==> config.mk <==
export PLATFORM = sky130hd
export DESIGN_NAME = seq_restoring_divider
export DESIGN_NICKNAME = d
export VERILOG_FILES = /design/src/rtl/seq_restoring_divider.sv
export SDC_FILE = /design/constraint.sdc
export NUM_CORES = 1
export LEC_CHECK = 0
export ABC_CLOCK_PERIOD_IN_PS = 3030
export CORE_MARGIN = 1
export CORE_UTILIZATION = 35
export DETAILED_ROUTE_END_ITERATION = 8
export PLACE_DENSITY_LB_ADDON = 0.05
export REMOVE_ABC_BUFFERS = 1
export SLEW_MARGIN = 15
export SYNTH_ARGS = -nofsm -noshare
export SYNTH_HDL_FRONTEND = slang
export SYNTH_SLANG_ARGS = --single-unit
==> constraint.sdc <==
create_clock -name clock -period 3.03 [get_ports clock]
set_clock_uncertainty 0.15 [all_clocks]
set_input_delay 0.303 -clock clock [delete_from_list [all_inputs] [get_ports clock]]
set_output_delay 0.303 -clock clock [all_outputs]
set_load 0.02 [all_outputs]
==> src/rtl/seq_restoring_divider.sv <==
// Sequential restoring divider, N-bit unsigned: q = x / y, r = x % y, one quotient bit per clock.
// Latency N cycles from the start edge (divide-by-zero resolves on the start edge); soc ignored while busy.
module seq_restoring_divider #(
  parameter int N = 8
) (
  input  logic         clock,
  input  logic         reset_,
  input  logic         soc,
  input  logic [N-1:0] x,
  input  logic [N-1:0] y,
  output logic         eoc,
  output logic [N-1:0] q,
  output logic [N-1:0] r,
  output logic         dz
);

  localparam int CW = $clog2(N + 1);

  typedef enum logic [1:0] {
    S_IDLE = 2'd0,
    S_STEP = 2'd1,
    S_DONE = 2'd2
  } state_t;

  state_t        state_q, state_d;
  logic [N-1:0]  x_q, x_d;
  logic [N-1:0]  y_q, y_d;
  logic [N-1:0]  rem_q, rem_d;
  logic [N-1:0]  quo_q, quo_d;
  logic [N-1:0]  q_q, q_d;
  logic [N-1:0]  r_q, r_d;
  logic [CW-1:0] cnt_q, cnt_d;
  logic          dz_q, dz_d;

  logic [N:0]    p;
  logic [N:0]    diff;
  logic          ge;
  logic [N-1:0]  rem_step;
  logic [N-1:0]  quo_step;

  // Shared step datapath: the top bit of the (N+1)-bit difference is the borrow.
  always_comb begin
    p        = {rem_q, x_q[N-1]};
    diff     = p - {1'b0, y_q};
    ge       = ~diff[N];
    rem_step = ge ? diff[N-1:0] : p[N-1:0];
    quo_step = {quo_q[N-2:0], ge};
  end

  always_comb begin
    state_d = state_q;
    x_d     = x_q;
    y_d     = y_q;
    rem_d   = rem_q;
    quo_d   = quo_q;
    cnt_d   = cnt_q;
    q_d     = q_q;
    r_d     = r_q;
    dz_d    = dz_q;
    case (state_q)
      S_IDLE: begin
        if (soc) begin
          if (y != '0) begin
            x_d     = x;
            y_d     = y;
            rem_d   = '0;
            quo_d   = '0;
            cnt_d   = CW'(N);
            state_d = S_STEP;
          end else begin
            q_d     = '1;
            r_d     = x;
            dz_d    = 1'b1;
            state_d = S_DONE;
          end
        end
      end
      S_STEP: begin
        rem_d = rem_step;
        quo_d = quo_step;
        x_d   = x_q << 1;
        cnt_d = cnt_q - CW'(1);
        if (cnt_q == CW'(1)) begin
          q_d     = quo_step;
          r_d     = rem_step;
          dz_d    = 1'b0;
          state_d = S_DONE;
        end
      end
      S_DONE: begin
        // Wait for soc to drop so a held start cannot retrigger.
        if (!soc) state_d = S_IDLE;
      end
      default: state_d = S_IDLE;
    endcase
  end

  always_ff @(posedge clock or negedge reset_) begin
    if (!reset_) begin
      state_q <= S_IDLE;
      x_q     <= '0;
      y_q     <= '0;
      rem_q   <= '0;
      quo_q   <= '0;
      cnt_q   <= '0;
      q_q     <= '0;
      r_q     <= '0;
      dz_q    <= 1'b0;
    end else begin
      state_q <= state_d;
      x_q     <= x_d;
      y_q     <= y_d;
      rem_q   <= rem_d;
      quo_q   <= quo_d;
      cnt_q   <= cnt_d;
      q_q     <= q_d;
      r_q     <= r_d;
      dz_q    <= dz_d;
    end
  end

  assign eoc = (state_q != S_STEP);
  assign q   = q_q;
  assign r   = r_q;
  assign dz  = dz_q;

endmodule

# Word level (Yosys, flattened, before mapping)
# Index checks and enable logic that the tools add are counted.
# classes
div,0
magnitude_cmp,0
shift,0
n_mul,0
bitwise,1
n_eq_ne,9
n_reduce_logical,7
addsub,2
muxes,28
# op_table
cell,n
$mux 8,11
$pmux 8 s2,4
$pmux 7 s2,1
$ne 2x2->1 const B,5
$reduce_and 3->1,3
$sub 9x8->9,1
$mux 2,4
$mux 4,2
$pmux 4 s2,1
$reduce_bool 8->1,1
$pmux 2 s3,1
$eq 4x1->1 const B,1
$reduce_and 4->1,1
$sub 4x1->4 const B,1
$mux 1,3
$eq 2x1->1 const B,1
$eq 2x2->1 const B,1
$logic_not 2->1,1
$ne 2x1->1 const B,1
$pmux 1 s2,1
$reduce_bool 2->1,1
$not 1->1,1
# word_totals
output_inout_bits,18
ff_bits,54
rom_bits,0
mem_bits_rw,0
latch_bits,0
wordCells,56
mem_count,0

# Logic depth before layout (Yosys ltp)
# Gate-level depths: netlist of the first run.
# depth
ltp_word,4
depth_mapped,10
depth_no_buf,10

# Worst setup path after synthesis of the first run
# Ideal clock, no wire load.
# synth_timing
kind,reg-to-reg
startpoint,register x_q[7]
endpoint,register r_q[6] (netlist: r[6])
path_stages_with_launch,11
t_arrival_ps,2413
setup_slack_ps,386
required_time_ps,2799
n_path_buf,0
period_less_slack_ps,2644
path_cell_list,dfrtp_1 inv_1 ha_1 inv_1 fa_1 a211oi_2 nor3b_2 a41oi_4 xnor2_4 mux2_4 a31oi_4
# synth_between
elab_chain_cells,4
# synth_lines
element,line_no,text
from (decl),26,"logic [N-1:0] x_q, x_d;"
from (signal assigned),101,x_q <= '0;
from (signal assigned),111,x_q <= x_d;
$sub 9x8->9,44,"diff = p - {1'b0, y_q};"
$mux 8,46,rem_step = ge ? diff[N-1:0] : p[N-1:0];
$mux 8,83,if (cnt_q == CW'(1)) begin
$pmux 8 s2,60,case (state_q)
to (signal assigned),117,r_q <= r_d;
to (decl),31,"logic [N-1:0] r_q, r_d;"
# Every way passes these cells. The select of a mux whose other input is x is not followed.
# A chain may end at the register's enable or synchronous reset.

# Worst setup path in the final report of the first run
# Ends and elaborated chain as after synthesis.

==> results of run 1 <==
-- registers in the layout, summed over array words and instances (netlist names) --
register,flops
state_q,2
y_q,8
quo_q,7
r,8
x_q,8
q,8
dz,1
cnt_q,4
rem_q,8
-- synth_stat cells, drive strengths merged (4+ instances only) --
| master | number | area share |
|---|---|---|
| dfrtp | 54 | 0.49 |
| nand2 | 50 | 0.068 |
| o21ai | 29 | 0.053 |
| inv | 15 | 0.021 |
| clkbuf | 11 | 0.015 |
| nor2 | 11 | 0.015 |
| ha | 10 | 0.046 |
| o22a | 10 | 0.032 |
| mux2i | 9 | 0.033 |
| a21boi | 8 | 0.022 |
| a22o | 7 | 0.023 |
| a31oi | 6 | 0.019 |
| xnor2 | 6 | 0.026 |
| a21o | 5 | 0.014 |
| nor2b | 4 | 0.0091 |
| nor4 | 4 | 0.0091 |
-- worst max-delay path, stage by stage, from the launching register on --
cell and delay (ns):
dfrtp_1 0.41, inv_1 0.08, ha_1 0.16, inv_1 0.06, fa_1 0.41, a211oi_2 0.27, nor3b_2 0.11, a41oi_4 0.36
xnor2_4 0.24, mux2_4 0.36, a31oi_4 0.14
-- cell usage in the layout, fill, tap and decap left out, drive strengths merged, types with 7 or more instances in the layout --
cell	Yosys	layout
dfrtp	54	54
nand2	50	50
clkdlybuf4s50	0	35
o21ai	29	29
inv	15	15
nor2	11	11
ha	10	10
o22a	10	10
mux2i	9	9
a21boi	8	8
buf	1	8
a22o	7	7
-- metrics by stage --
stage | cells | utilization | setup WS, ns | cell area [um^2] | hold WS (ns)
after floorplan | 258 | - | 0.0143 | 2690 | -0.143
after global placement | 400 | 0.436 | 0.292 | 3230 | 0.312
after detailed placement | 400 | 0.436 | 0.202 | 3230 | 0.315
after CTS | 407 | 0.451 | 0.176 | 3340 | 0.0307
after global routing | 407 | 0.451 | 0.0110 | 3340 | 0.0616
final | 407 | 0.451 | 0.199 | 3340 | -0.0147
-- logic make-up after synthesis --
group	Yosys count
compound gates	80
simple gates	78
flops	54
buf+inv	28
mux	11
fa+ha+maj	11
xor+xnor	8
-- layer usage --
metal | up-vias | routed length (um) | track usage | share of wire
li1 | 1017 | - | - | -
met5 | - | 0 | 0 | 0
met2 | 37 | 2560 | 0.238 | 0.42
met3 | 6 | 197 | 0.0387 | 0.032
met1 | 960 | 3260 | 0.244 | 0.53
met4 | 0 | 89 | 0.0578 | 0.015
-- final timing paths --
path / endpoint / slack, ns / cells after the start
hold reg to reg: x_q[4]$_DFFE_PN0P_ / 0.34 / 2
max in group asynchronous: q[4]$_DFFE_PN0P_ / 2.06 / 2
hold / removal: y_q[2]$_DFFE_PN0P_ / -0.01 / 1
setup reg to reg: r[6]$_DFFE_PN0P_ / 0.20 / 10
setup / recovery: r[6]$_DFFE_PN0P_ / 0.20 / 10
min in group clock: x_q[4]$_DFFE_PN0P_ / 0.34 / 2
-- power by group --
part	switching (mW)	internal (mW)	total, mW
Combinational	1.37	1.15	2.52
Clock	0.236	0.265	0.501
Sequential	0.233	1.07	1.30
Total	1.84	2.48	4.32
-- layout make-up --
cell class	count	area [um^2]
tap	99	124
timing repair buffer	43	408
inverter	16	60.1
clock buffer	6	82.6
multi-input combinational	188	1290
clock inverter	1	30.0
sequential	54	1350
fill	733	4060
==> results.md, run 1 <==
* Status: finished with violations
* Violations in the final reports: negative hold slack
* Vias in the first global route at 2070
* Port buffer count at 36
* Setup violators final at 0
* HPWL Detailed at 4.25 mm
* Initial antenna violation count at 0
* RSZ-0062 raised after global routing: no
* PostCTS Resize Cnt at 0
* CTS buffer count at 5
* Initial DRC Count at 106
* GRT Util Overall at 0.166
* Worst Setup SP: x_q[7]$_DFFE_PN0P_
* Largest net degree at the start of global routing at 42
* Clk buf depth at 2
* Setup TNS at 0 ns
* Overflow after GRT at 0
* Share of post-route cells with drive strength above 1 at 0.0942
* CP Class: reg2reg
* Async set-reset flop share out of synthesis at 1.00
* EDFF count, synth at 0
* Die area at 8190 um^2
* Worst-path clk slew at 0.10 ns
* Pre-antenna DRT Iters at 4
* Period utilisation layout at 0.934
* Hold_buf cts at 0
* Register area share after synthesis at 0.493
* Arrival @ worst endpoint at 2.92 ns
* Antenna viol nets, final at 0
* Final hold slack at -0.0147 ns
* Cells after synthesis at 270
* Sink Count at 54
* CTS root buf: clkbuf_8
* Total power at 4.32 mW
* Row count at 31
* Ys flop type: dfrtp_1
* R2R Path Start: x_q[7]$_DFFE_PN0P_
* Worst-case vdd ir drop at 0.000344 V
* Area growth syn-to-layout at 22.0%
* N_diodes at 0
* CTS tree: yes
* Final hold violation count at 20
* Rel. slew slack at 0.369
* Distinct cells, synth at 48
* Cell Area, Synth at 2740 um^2
* Synth Register Bits at 54
* Aggregate routed wire length at 6.10 mm
* Die H at 90.5 um
* Core Area at 7410 um^2
* Fmax at 353 MHz
* Post-CTS Repair Setup Buffers at 0
* Cell Pwr Density at 1290 nW/um^2
* Critical Path Start Type: flop
* GP Congestion at 0.786
* XOR/XNOR Fraction of Synth Area at 0.0324
* I/O pin count at 37
* Setup crit end kind: flop
* Static leakage at 1.45 nW
* Slew @ Worst Pin at 0.947 ns
* Initial cell density of the core at 0.370
* First-pass GRT wire length at 10.7 mm
* Fin nets at 338
* Mux contribution to synthesized area at 0.0424
* YS warnings at 0
* Main combinational cell family by area after synthesis: compound AO/OA/AOI/OAI gates
* Syn Area/Cell at 10.2 um^2
* Wire length per cell at 15.0 um
* Simple-gate share of the synthesized area at 0.124
* Clk Latency, worst-skew pair at 0.30 ns
* Synth Area in Compound Gates at 0.216
* DR DRC count at 0
* Via count at 2020
* Max_cap viols at 0
* Crit path max fanout at 8
* H-tree levels at 2
* Minimum clock period at 2.83 ns
* Die width at 90.5 um
* Adder-cell area share of the yosys netlist at 0.0529
* Worst EP required at 3.12 ns
* Final Max Slew Viols at 0
* Type of the worst min-delay path: in2async
* Vias per cell at 4.96
Power figures use the tool's default switching activity.
==> run 2: changes to the inputs <==
Settings changed: CORE_MARGIN 1 to unset.
==> results of run 2 <==
Final layout, timing and power as in run 1 (identical DEF).
==> run 3: changes to the inputs <==
Settings changed: CORE_MARGIN set to 5, SETUP_SLACK_MARGIN set to 0.02.
==> results.md, run 3 (synthesis gave the netlist of run 1 again) <==
* Power share of the clock group at 0.115 (about the same)
* CTS tree: yes
* CP Class: reg2reg
* Via count at 2025 (+0.25%)
* Top delay family on crit path: compound AO/OA/AOI/OAI gates
* Max_cap viols at 0 (unchanged)
* Setup violators final at 0 (unchanged)
* Area growth syn-to-layout at 21.9%
* H-tree levels at 2 (unchanged)
* Vias in the first global route at 2052 (-0.87%)
* Post-CTS Repair Setup Buffers at 0 (unchanged)
* DR DRC count at 0 (unchanged)
* Worst-case vdd ir drop at 0.000489 V (+42%)
* N_diodes at 0 (unchanged)
* Slew @ Worst Pin at 0.856 ns (-0.0911 ns)
* CTS buffer count at 5 (unchanged)
* Final instance area at 3340 um^2 (-0.11%)
* Crit path buf inv count at 2 (unchanged)
* Gr busiest metal: met1
* Crit path max fanout at 8 (unchanged)
* Sw Pwr at 1.85 mW (+0.57%)
* HPWL Detailed at 4.34 mm (+2.1%)
* Final hold slack at -0.0345 ns (-0.0198 ns)
* GP Congestion at 0.840 (+6.8%)
* Hold_buf cts at 0 (unchanged)
* Clk buf depth at 2 (unchanged)
* Initial antenna violation count at 0 (unchanged)
* Antenna viol nets, final at 0 (unchanged)
* Initial DRC Count at 82 (-23%)
* Die H at 98.5 um (+8.8%)
* Setup crit end kind: flop
* Internal power at 2.46 mW (-0.70%)
* Rel. slew slack at 0.427 (+0.0586)
* Critical Path Max Stage Delay at 0.41 ns (about the same)
* Cell Pwr Density at 1290 nW/um^2 (about the same)
* Post-Layout Cell Count at 410 (+0.74%)
* Static leakage at 1.45 nW (-0.24%)
* Share of post-route cells with drive strength above 1 at 0.0942 (unchanged)
* Combinational share of power at 0.583 (about the same)
* Met3 Use GR at 0.0318 (-0.00687)
* Post-Place Cells at 402 (+0.50%)
* Area after DPL at 3230 um^2 (-0.12%)
* Type of the worst min-delay path: in2async
* Final Max Slew Viols at 0 (unchanged)
* CTS root buf: clkbuf_8
* Port buffer count at 36 (unchanged)
* RSZ-0062 raised after global routing: no
* Slowest CP cell: dfrtp_1
* Die area at 9700 um^2 (+18%)
* Worst EP required at 3.12 ns (about the same)
* Vias per cell at 4.94 (-0.49%)
* Core Area at 7690 um^2 (+3.8%)
* PostCTS Resize Cnt at 0 (unchanged)
* Fin nets at 337 (-0.30%)
* Initial cell density of the core at 0.357 (-0.0134)
* Total power at 4.31 mW (-0.16%)
* Fmax at 356 MHz (+0.86%)
* CP most frequent cell: inv_1
* Grt met1 use at 0.198 (-0.0454)
* Die width at 98.5 um (+8.8%)
* Status: finished with violations
* Row count at 32 (+3.2%)
* Met2 GRT Util at 0.195 (-0.0430)
* Critical Path Start Type: flop
* Violations in the final reports: negative hold slack
* Period utilisation layout at 0.926 (-0.00795)
* Worst-path clk slew at 0.10 ns (about the same)
* CP cell instances: inv_1 > ha_1 > inv_1 > fa_1 > a211oi_2 > nor3b_2 > a41oi_4 > xnor2_4 > mux2_4 > a31oi_4
* Largest net degree at the start of global routing at 55 (+31%)
* Aggregate routed wire length at 6.19 mm (+1.4%)
* Flop pwr share at 0.302 (about the same)
* Overflow after GRT at 0 (unchanged)
* Setup TNS at 0 ns (unchanged)
* Minimum clock period at 2.81 ns (-0.0241 ns)
* Clk Latency, worst-skew pair at 0.31 ns (about the same)
* Final hold violation count at 54 (+170%)
* Arrival @ worst endpoint at 2.90 ns (-0.02 ns)
* First-pass GRT wire length at 10.5 mm (-1.8%)
* Commonest non-fill, non-tap cell in the layout: dfrtp_1
* I/O pin count at 37 (unchanged)
* Sw Share at 0.429 (+0.00311)
* Most frequent cells in the layout: dfrtp_1 (54), nand2_1 (50), clkdlybuf4s50_1 (35)
* GRT Util Overall at 0.133 (-0.0331)
* Sink Count at 54 (unchanged)
* Wire length per cell at 15.1 um (+0.64%)
* Pre-antenna DRT Iters at 4 (unchanged)
## run 3: changes by cell type in the layout (fill, tap and decap cells not counted)
cell	before	now
buf_4	7	6
clkbuf_8	6	5
clkinv_2	0	1
inv_6	0	1
## run 3: power groups by stage
stage	combinational (mW)	sequential [mW]	clock (mW)
after floorplan	1.70	1.39	0
final	2.51	1.30	0.496
after CTS	2.55	1.31	0.522
after detailed placement	2.54	1.32	0
after global routing	2.79	1.35	0.553
after global placement	2.53	1.32	0
## run 3: cell type report
type,instances,area (um^2)
Multi-Input combinational cell,188,1290
Clock buffer,5,68.8
Sequential cell,54,1350
Inverter,16,60.1
Fill cell,769,4350
Timing Repair Buffer,42,400
Clock inverter,3,43.8
Tap cell,102,128
## run 3: final timing paths
| path | from | endpoint | slack (ns) | cells after the start |
|---|---|---|---|---|
| max reg2reg | x_q[7]$_DFFE_PN0P_ | r[6]$_DFFE_PN0P_ | 0.22 | 10 |
| min | reset_ | r[1]$_DFFE_PN0P_ | -0.03 | 2 |
| min reg2reg | x_q[0]$_DFFE_PN0P_ | x_q[0]$_DFFE_PN0P_ | 0.34 | 2 |
| min in group clock | x_q[0]$_DFFE_PN0P_ | x_q[0]$_DFFE_PN0P_ | 0.34 | 2 |
| max in group asynchronous | reset_ | rem_q[4]$_DFFE_PN0P_ | 2.30 | 2 |
| max | x_q[7]$_DFFE_PN0P_ | r[6]$_DFFE_PN0P_ | 0.22 | 10 |
## run 3: worst reg2reg max path, delay by kind of cell, from the launching register on
family | cells | cell delay, ns
and+or+nand+nor | 1 | 0.11
muxes | 1 | 0.36
AOI/OAI and AO/OA | 3 | 0.75
adders and majority gates | 2 | 0.58
xor gates and xnor gates | 1 | 0.24
buffers and inverters | 2 | 0.16
DFF | 1 | 0.41
## run 3: routing by layer
metal	share of wire	routed length [um]
met1	0.53	3300
met2	0.43	2630
met3	0.034	211
met4	0.0065	40
met5	0	0
## run 3: metrics by stage
stage / utilization / hold slack (ns) / setup WS [ns]
5_1_grt: 0.435 / 0.0174 / 0.0551
2_1_floorplan: - / -0.143 / 0.0143
3_5_place_dp: 0.420 / 0.321 / 0.219
6_report: 0.435 / -0.0345 / 0.223
4_1_cts: 0.435 / 0.00239 / 0.195
3_3_place_gp: 0.420 / 0.312 / 0.280
